## config.mk

```make
export PLATFORM = sky130hd
export DESIGN_NAME = approx_adder_err_sweeper
export DESIGN_NICKNAME = d
export VERILOG_FILES = /design/src/rtl/approx_adder_err_sweeper.sv
export SDC_FILE = /design/constraint.sdc
export NUM_CORES = 1
export LEC_CHECK = 0
export BUFFER_PORTS_ARGS = -buffer_cell sky130_fd_sc_hd__buf_2
export CORE_AREA = 10 10 64 66
export DETAILED_ROUTE_END_ITERATION = 10
export DIE_AREA = 0 0 74 76
export MAX_ROUTING_LAYER = met4
export PLACE_DENSITY = 0.84
export SETUP_SLACK_MARGIN = 0.5
export SYNTH_ARGS = -nofsm -noshare
export SYNTH_HDL_FRONTEND = slang
export SYNTH_SLANG_ARGS = --single-unit
```

## constraint.sdc

```tcl
create_clock -name clk -period 4.85 [get_ports clk]
set_clock_uncertainty 0.05 [all_clocks]
set_input_delay 0.485 -clock clk [delete_from_list [all_inputs] [get_ports clk]]
set_output_delay 0.485 -clock clk [all_outputs]
set_load 0.01 [all_outputs]
```

## src/rtl/approx_adder_err_sweeper.sv

```systemverilog
// approx_adder_err_sweeper: exhaustive error-evaluation sequencer for an external combinational approximate adder
// Ports:
//   clk, rst_n   clock (rising edge), asynchronous active-low reset
//   start, abort begin a sweep (IDLE only) / cancel a running sweep (RUN only)
//   vec_out      input vector driven to the approximate adder: A = low half, B = high half
//   approx_in    approximate adder result for the current vec_out
//   busy, done   sweep in progress / one-cycle completion pulse
//   pass         no vector exceeded ET (valid from done, held afterwards)
//   max_err, err_cnt, sum_err, fail_vec   accumulated error statistics
module approx_adder_err_sweeper #(
  parameter int IN_W       = 4,
  parameter int OUT_W      = 3,
  parameter int ET         = 7,
  parameter int EARLY_EXIT = 0
) (
  input  logic                  clk,
  input  logic                  rst_n,
  input  logic                  start,
  input  logic                  abort,
  output logic [IN_W-1:0]       vec_out,
  input  logic [OUT_W-1:0]      approx_in,
  output logic                  busy,
  output logic                  done,
  output logic                  pass,
  output logic [OUT_W-1:0]      max_err,
  output logic [IN_W:0]         err_cnt,
  output logic [OUT_W+IN_W-1:0] sum_err,
  output logic [IN_W-1:0]       fail_vec
);
  localparam int H = IN_W / 2;
  if (OUT_W != H + 1 || IN_W % 2 != 0 || IN_W < 2) begin : g_bad_params
    $error("approx_adder_err_sweeper: IN_W must be even and >= 2, OUT_W must equal IN_W/2+1");
  end
  typedef enum logic [1:0] {IDLE, RUN, DONE} state_t;
  state_t state, state_nx;
  logic [OUT_W-1:0] exact, err;
  logic over, stop;
  assign exact = OUT_W'(vec_out[H-1:0]) + OUT_W'(vec_out[IN_W-1:H]);
  // absolute difference taken by ordering the operands, so it never wraps
  assign err   = approx_in >= exact ? approx_in - exact : exact - approx_in;
  assign over  = 32'(err) > ET;
  assign stop  = (EARLY_EXIT != 0 && over) || (&vec_out);
  always_ff @(posedge clk or negedge rst_n)
    if (!rst_n) state <= IDLE;
    else state <= state_nx;
  // abort wins over completion on the same edge
  always_comb
    state_nx = state == IDLE ? (start ? RUN : IDLE) :
               state == RUN  ? (abort ? IDLE : stop ? DONE : RUN) : IDLE;
  always_comb begin
    busy = state == RUN;
    done = state == DONE;
  end
  always_ff @(posedge clk or negedge rst_n)
    if (!rst_n) begin
      vec_out  <= '0;
      pass     <= 1'b0;
      max_err  <= '0;
      err_cnt  <= '0;
      sum_err  <= '0;
      fail_vec <= '0;
    end else if (state == IDLE && start) begin
      vec_out  <= '0;
      pass     <= 1'b1;
      max_err  <= '0;
      err_cnt  <= '0;
      sum_err  <= '0;
      fail_vec <= '0;
    end else if (state == RUN) begin
      // the vector on the abort edge is still counted; only pass is overridden
      sum_err <= sum_err + (OUT_W+IN_W)'(err);
      err_cnt <= err_cnt + (IN_W+1)'(|err);
      if (err > max_err) max_err <= err;
      if (over && pass) fail_vec <= vec_out;
      pass    <= pass && !over && !abort;
      vec_out <= abort ? '0 : stop ? vec_out : vec_out + IN_W'(1);
    end
endmodule

```

-- Word level (Yosys, flattened, before mapping)
Cells that the tools add are included.
- $add $sub $neg: 6
- magnitude comparators: 2
- eq/ne operators: 3
- mux-type cells: 19
- reductions and logical operators: 10
- operators by type and width (operator ; number):
    4-bit two-way mux ; 4
    7-bit two-way mux ; 2
    3-bit two-way mux ; 4
    5-bit two-way mux ; 2
    2-bit two-way mux ; 4
    7-bit by 3-bit adder with 7-bit output ; 1
    3-bit subtractor ; 2
    5-bit by 1-bit adder with 5-bit output ; 1
    4-bit by 1-bit adder with 4-bit output, second input constant ; 1
    2-bit AND reduction ; 2
    4-bit AND reduction ; 1
    2-bit nonzero test ; 2
    2-bit by 2-bit adder with 3-bit output ; 1
    3-bit >= comparator ; 1
    3-bit > comparator ; 1
    1-bit two-way mux ; 3
    3-bit by 2-bit != test with 1-bit output, second input constant ; 1
    3-bit OR reduction ; 1
    2-bit by 1-bit == test with 1-bit output, second input constant ; 1
    2-bit == test, second input constant ; 1
    1-bit logical AND ; 2
    2-bit zero test ; 1
    1-bit zero test ; 1
- flip-flop bits (word level): 22
- bits of input ports: 7
- logic and storage cells: 46

-- Logic depth before layout (Yosys ltp)
- depth after elaboration: 7
- depth in mapped cells: 14
- mapped depth without buffers: 14

-- Least setup slack after synthesis
Ideal clock, no wire load.
- path kind: reg-to-reg
- start: register vec_out[0]
- end: register max_err[2]
- data arrival time: 3.431 ns
- required time: 4.713 ns
- slack: 1.282 ns
- cell stages (with the launch flop): 14
- period minus slack after synthesis: 3.568 ns
- cells stage by stage: dfrtp_1 ha_1 fa_1 inv_1 ha_1 a21oi_1 o21ai_0 mux2i_1 xor2_1 ha_1 o2111a_1 o311ai_4 nor2_1 a211oi_2
- word-level cells in the longest chain between the ends: 6
- RTL lines (what ; line ; source):
    from (decl) ; 20 ; output logic [IN_W-1:0] vec_out,
    from (signal assigned) ; 76 ; vec_out <= abort ? '0 : stop ? vec_out : vec_out + IN_W'(1);
    2-bit by 2-bit adder with 3-bit output (*) ; 38 ; assign exact = OUT_W'(vec_out[H-1:0]) + OUT_W'(vec_out[IN_W-1:H]);
    3-bit subtractor or 3-bit >= comparator (tied branches) ; 40 ; assign err = approx_in >= exact ? approx_in - exact : exact - approx_in;
    3-bit two-way mux (*) ; 40 ;
    3-bit > comparator or 3-bit two-way mux (tied branches) ; 73 ; if (err > max_err) max_err <= err;
    2-bit nonzero test (no source line) or 3-bit two-way mux (tied branches) ; - ;
    2-bit AND reduction (no source line) or 3-bit two-way mux (tied branches) ; - ;
    to (signal assigned) ; 73 ;
    to (decl) ; 25 ; output logic [OUT_W-1:0] max_err,
Every way passes the cells marked *; elsewhere a longest branch is shown, timed or not. The select of a mux whose other input is x is not followed.
A chain may end at the register's enable or synchronous reset.

-- Final worst setup path
Same ends and word-level chain as after synthesis.

==> key figures <==
Outcome
  – Status: completed

Route
  – Antenna-violating nets left: 0
  – Drc violations: 0
  – Number of vias in the routed layout: between 1000 and 1500
  – Final WL: between 3000 and 4000 um
  – Router iterations before antenna repair: 4
  – Detail-routed net length per standard cell: between 10 and 15 um
  – Via count normalized by instance count: roughly 5.5
  – Violation count after the first detailed-routing iteration: 42

Global routing
  – Number of global-route vias before repair: about 1200
  – Total congestion overflow: 0
  – Maximum number of pins on one net before global-route repair: 23
  – Tot GR Track Use: 11.8%
  – Global-route wire length before repair: 5530 um
  – Number of antenna violations at the first check in global routing: 0

Synthesis
  – Total number of yosys warnings: 0
  – Share of the synthesized area in the top cell type: between 30% and 40%
  – Dominant synthesized flop cell: sky130_fd_sc_hd__dfrtp_1
  – Post-synthesis instance area: approximately 1500 um^2
  – Post-synthesis cell type with the largest combined area: sky130_fd_sc_hd__dfrtp_1
  – Top area cells in the synthesized netlist: sky130_fd_sc_hd__dfrtp_1 37%, sky130_fd_sc_hd__ha_1 13%, sky130_fd_sc_hd__o21ai_0 4.4%, sky130_fd_sc_hd__fa_1 4.0%, sky130_fd_sc_hd__nand2_1 4.0%
  – Xor/xnor share of the synthesized area: under 10%
  – Multiplexer share of the synthesized area: under 10%
  – Cell count after synthesis: 154
  – Fraction of the mapped netlist area in simple logic gates: between 10% and 20%
  – Average footprint of a synthesized cell: around 9.7 um^2
  – Number of enable-type register cells in the synthesized netlist: 0
  – Post-synthesis share of cell area spent on full adders, half adders and majority gates: ~17%
  – Synth cell types: 39
  – Top-count cell post-synth: sky130_fd_sc_hd__dfrtp_1
  – Combinational family with the most area after synthesis: compound AO/OA/AOI/OAI gates
  – Cell types with the highest counts after synthesis: 22 x sky130_fd_sc_hd__dfrtp_1, 16 x sky130_fd_sc_hd__ha_1, 16 x sky130_fd_sc_hd__nand2_1
  – Synthesized-area fraction occupied by ao, oa, aoi and oai cells: 19.7%
  – Share of synthesized flip-flops with an asynchronous set or reset: 100%
  – Post-synthesis sequential area ratio: approximately 37%
  – Register bit count reported by yosys: 22

Floorplan
  – Height of the die: between 70 and 80 um
  – Num ports: 33
  – Chip Width: roughly 74 um
  – Core Rows: 20
  – Total core area: 2930 um^2
  – Starting density of the core: slightly above 50%
  – Overall die area: approximately 5600 um^2

Job
  – MaxCap Viol Count: 0

Clocking
  – Clock transition at the register clock pins on the worst setup and hold paths after CTS: 0.12 ns
  – Inserted Clock Buffers: 3
  – Clock tree from TritonCTS: yes
  – Maximum level of the CTS H-tree: 1
  – Post-CTS setup buffer count: 0
  – Clock net sink count: 22
  – Clock latency of the later-clocked register in the worst-skew pair: 0.31 ns
  – CTS Root Cell: sky130_fd_sc_hd__clkbuf_4
  – Number of instances resized during post-cts repair: 0
  – Largest buffer count on any clock path: 2
  – CTS hold repair buffers: 0

Worst setup path
  – Worst path cell trace: ha_1 -> fa_1 -> inv_1 -> ha_1 -> a21oi_1 -> o21ai_0 -> mux2i_1 -> xor2_1 -> ha_1 -> o2111a_1 -> o311ai_4 -> nor2_1 -> a211oi_2
  – Element type at the critical path end: flip-flop
  – Crit path from: vec_out[0]
  – Largest stage delay on the critical path: approximately 0.55 ns
  – Most repeated library cell on the critical path: sky130_fd_sc_hd__ha_1
  – Worst EP required: between 5 and 6 ns
  – Type of element launching the critical path: flip-flop
  – Beginning of the worst register-to-register path: vec_out[0]
  – Crit Path Category: reg -> reg
  – Critical path's slowest cell: sky130_fd_sc_hd__fa_1
  – Largest fanout on the critical path: 6
  – Critical path data arrival time: around 4.0 ns

Power and ir drop
  – Sw Share: 41.6%
  – Design internal power: 0.418 mW
  – Comb power frac: roughly half
  – Maximum vdd drop: 0.264 mV
  – Power per cell area: around 430 nW/um^2
  – Sequential fraction of design power: around two fifths
  – Net switching power figure: ~0.30 mW
  – Clock network fraction of design power: 11.8%
  – Pleak: roughly 0.87 nW

Finish
  – Count of antenna diodes in the layout: 0
  – Fraction of layout instances using a drive strength above 1: 21.5%
  – Design Area, Final: approximately 1700 um^2
  – Net count reported at finish: ~210
  – # fillers: about 260
  – Synth-to-Final Area Change: 11.6%

Timing
  – Final number of max-transition violations: 0
  – Peak clock frequency supported by timing: approximately 260 MHz
  – Shortest period the worst path allows: 3.85 ns
  – Number of hold violations in the final report: 0
  – Part of the cycle the worst path needs: roughly 79%
  – RSZ-0062 raised after global routing: false
  – Setup_tns: 0 ns
  – Final number of setup-violating endpoints: 0

Min path
  – Path type of the worst min-delay path: in -> async

Place
  – Final weighted congestion in routability-driven placement: about 0.85
  – Port-buffer cells: 28
  – Placed instance area: approximately 1600 um^2
  – DPL Wire Length: around 2400 um
metal layers:
| layer | up-vias | GRT usage [%] | wire length [um] |
|---|---|---|---|
| met5 | - | - | 0 |
| met4 | 0 | 3.36 | 39 |
| met3 | 5 | 2.34 | 163 |
| met2 | 32 | 17.4 | 1410 |
| met1 | 554 | 15.9 | 1490 |
| li1 | 590 | - | - |
metrics by stage:
step | power (mW) | std cells | utilization (%) | hold WS, ns | setup WS [ns]
2_1_floorplan | 0.532 | 157 | - | 0.139 | 1.28
3_3_place_gp | 0.627 | 211 | 56.2 | 0.411 | 1.16
3_5_place_dp | 0.637 | 211 | 56.2 | 0.409 | 1.01
4_1_cts | 0.723 | 214 | 57.0 | 0.0793 | 0.965
5_1_grt | 0.783 | 214 | 57.0 | 0.0812 | 0.745
6_report | 0.716 | 214 | 57.0 | 0.0617 | 1.00
power by group through the flow:
stage / Clock [mW] / Combinational, mW / Sequential, mW
finish: 0.0844 / 0.357 / 0.275
floorplan: 0 / 0.240 / 0.292
global placement: 0 / 0.351 / 0.276
global route: 0.0925 / 0.407 / 0.284
detailed placement: 0 / 0.359 / 0.278
CTS: 0.0848 / 0.363 / 0.275
cell usage in the layout, fill, tap and decap left out, types with 2 or more instances in the layout:
cell                        n
sky130_fd_sc_hd__buf_2     28
sky130_fd_sc_hd__dfrtp_1   22
sky130_fd_sc_hd__nand2_1   16
sky130_fd_sc_hd__ha_1      16
sky130_fd_sc_hd__o21ai_0   13
sky130_fd_sc_hd__inv_1     11
sky130_fd_sc_hd__nand3_1    9
sky130_fd_sc_hd__nor2_1     8
sky130_fd_sc_hd__a21oi_1    6
sky130_fd_sc_hd__mux2i_1    4
sky130_fd_sc_hd__a22o_1     4
sky130_fd_sc_hd__conb_1     4
sky130_fd_sc_hd__xor2_1     3
sky130_fd_sc_hd__fa_1       3
sky130_fd_sc_hd__clkbuf_4   3
sky130_fd_sc_hd__nor2b_1    2
sky130_fd_sc_hd__o211ai_1   2
sky130_fd_sc_hd__and2_1     2
sky130_fd_sc_hd__xnor2_1    2
sky130_fd_sc_hd__o2111a_1   2
sky130_fd_sc_hd__nand4_1    2
sky130_fd_sc_hd__o31ai_1    2
sequential cells by signal, indices dropped and copies added (netlist names):
| signal | count |
|---|---|
| sum_err | 7 |
| err_cnt | 5 |
| vec_out | 4 |
| max_err | 3 |
| state | 2 |
| pass | 1 |
cell families after synthesis:
family	after synthesis
AND/OR/NAND/NOR	46
AO/OA/AOI/OAI	39
adder cells (fa/ha/maj)	19
other	1
XOR/XNOR	5
buffers and inverters	18
flip-flops	22
multiplexers	4
cell type report:
| cell class | instances | area, um^2 | share of cell area, % |
|---|---|---|---|
| inverters | 11 | 41.3 | 2.48 |
| well taps | 33 | 41.3 | 2.48 |
| multi-input cells | 117 | 872 | 52.3 |
| clock buffers | 3 | 22.5 | 1.35 |
| flip-flops and latches | 22 | 551 | 33.0 |
| repair buffers | 28 | 140 | 8.40 |
worst paths after layout:
check | to | slack [ns] | depth (start not counted)
max in group asynchronous | vec_out[1] | 4.36 | 1
setup / recovery | max_err[2] | 1.00 | 13
min in group clk | state[1] | 0.34 | 2
hold reg to reg | sum_err[6] | 0.43 | 1
setup reg to reg | max_err[2] | 1.00 | 13
hold / removal | err_cnt[0] | 0.06 | 1
worst max-delay path, delay by kind of cell (launching register included):
kind,cells,cell delay (ns)
AO/OA/AOI/OAI,5,1.21
XOR/XNOR,1,0.35
AND/OR/NAND/NOR,1,0.09
flip-flops,1,0.45
adder cells (fa/ha/maj),4,1.29
buffers and inverters,1,0.10
multiplexers,1,0.23
Power figures use the tool's default switching activity.
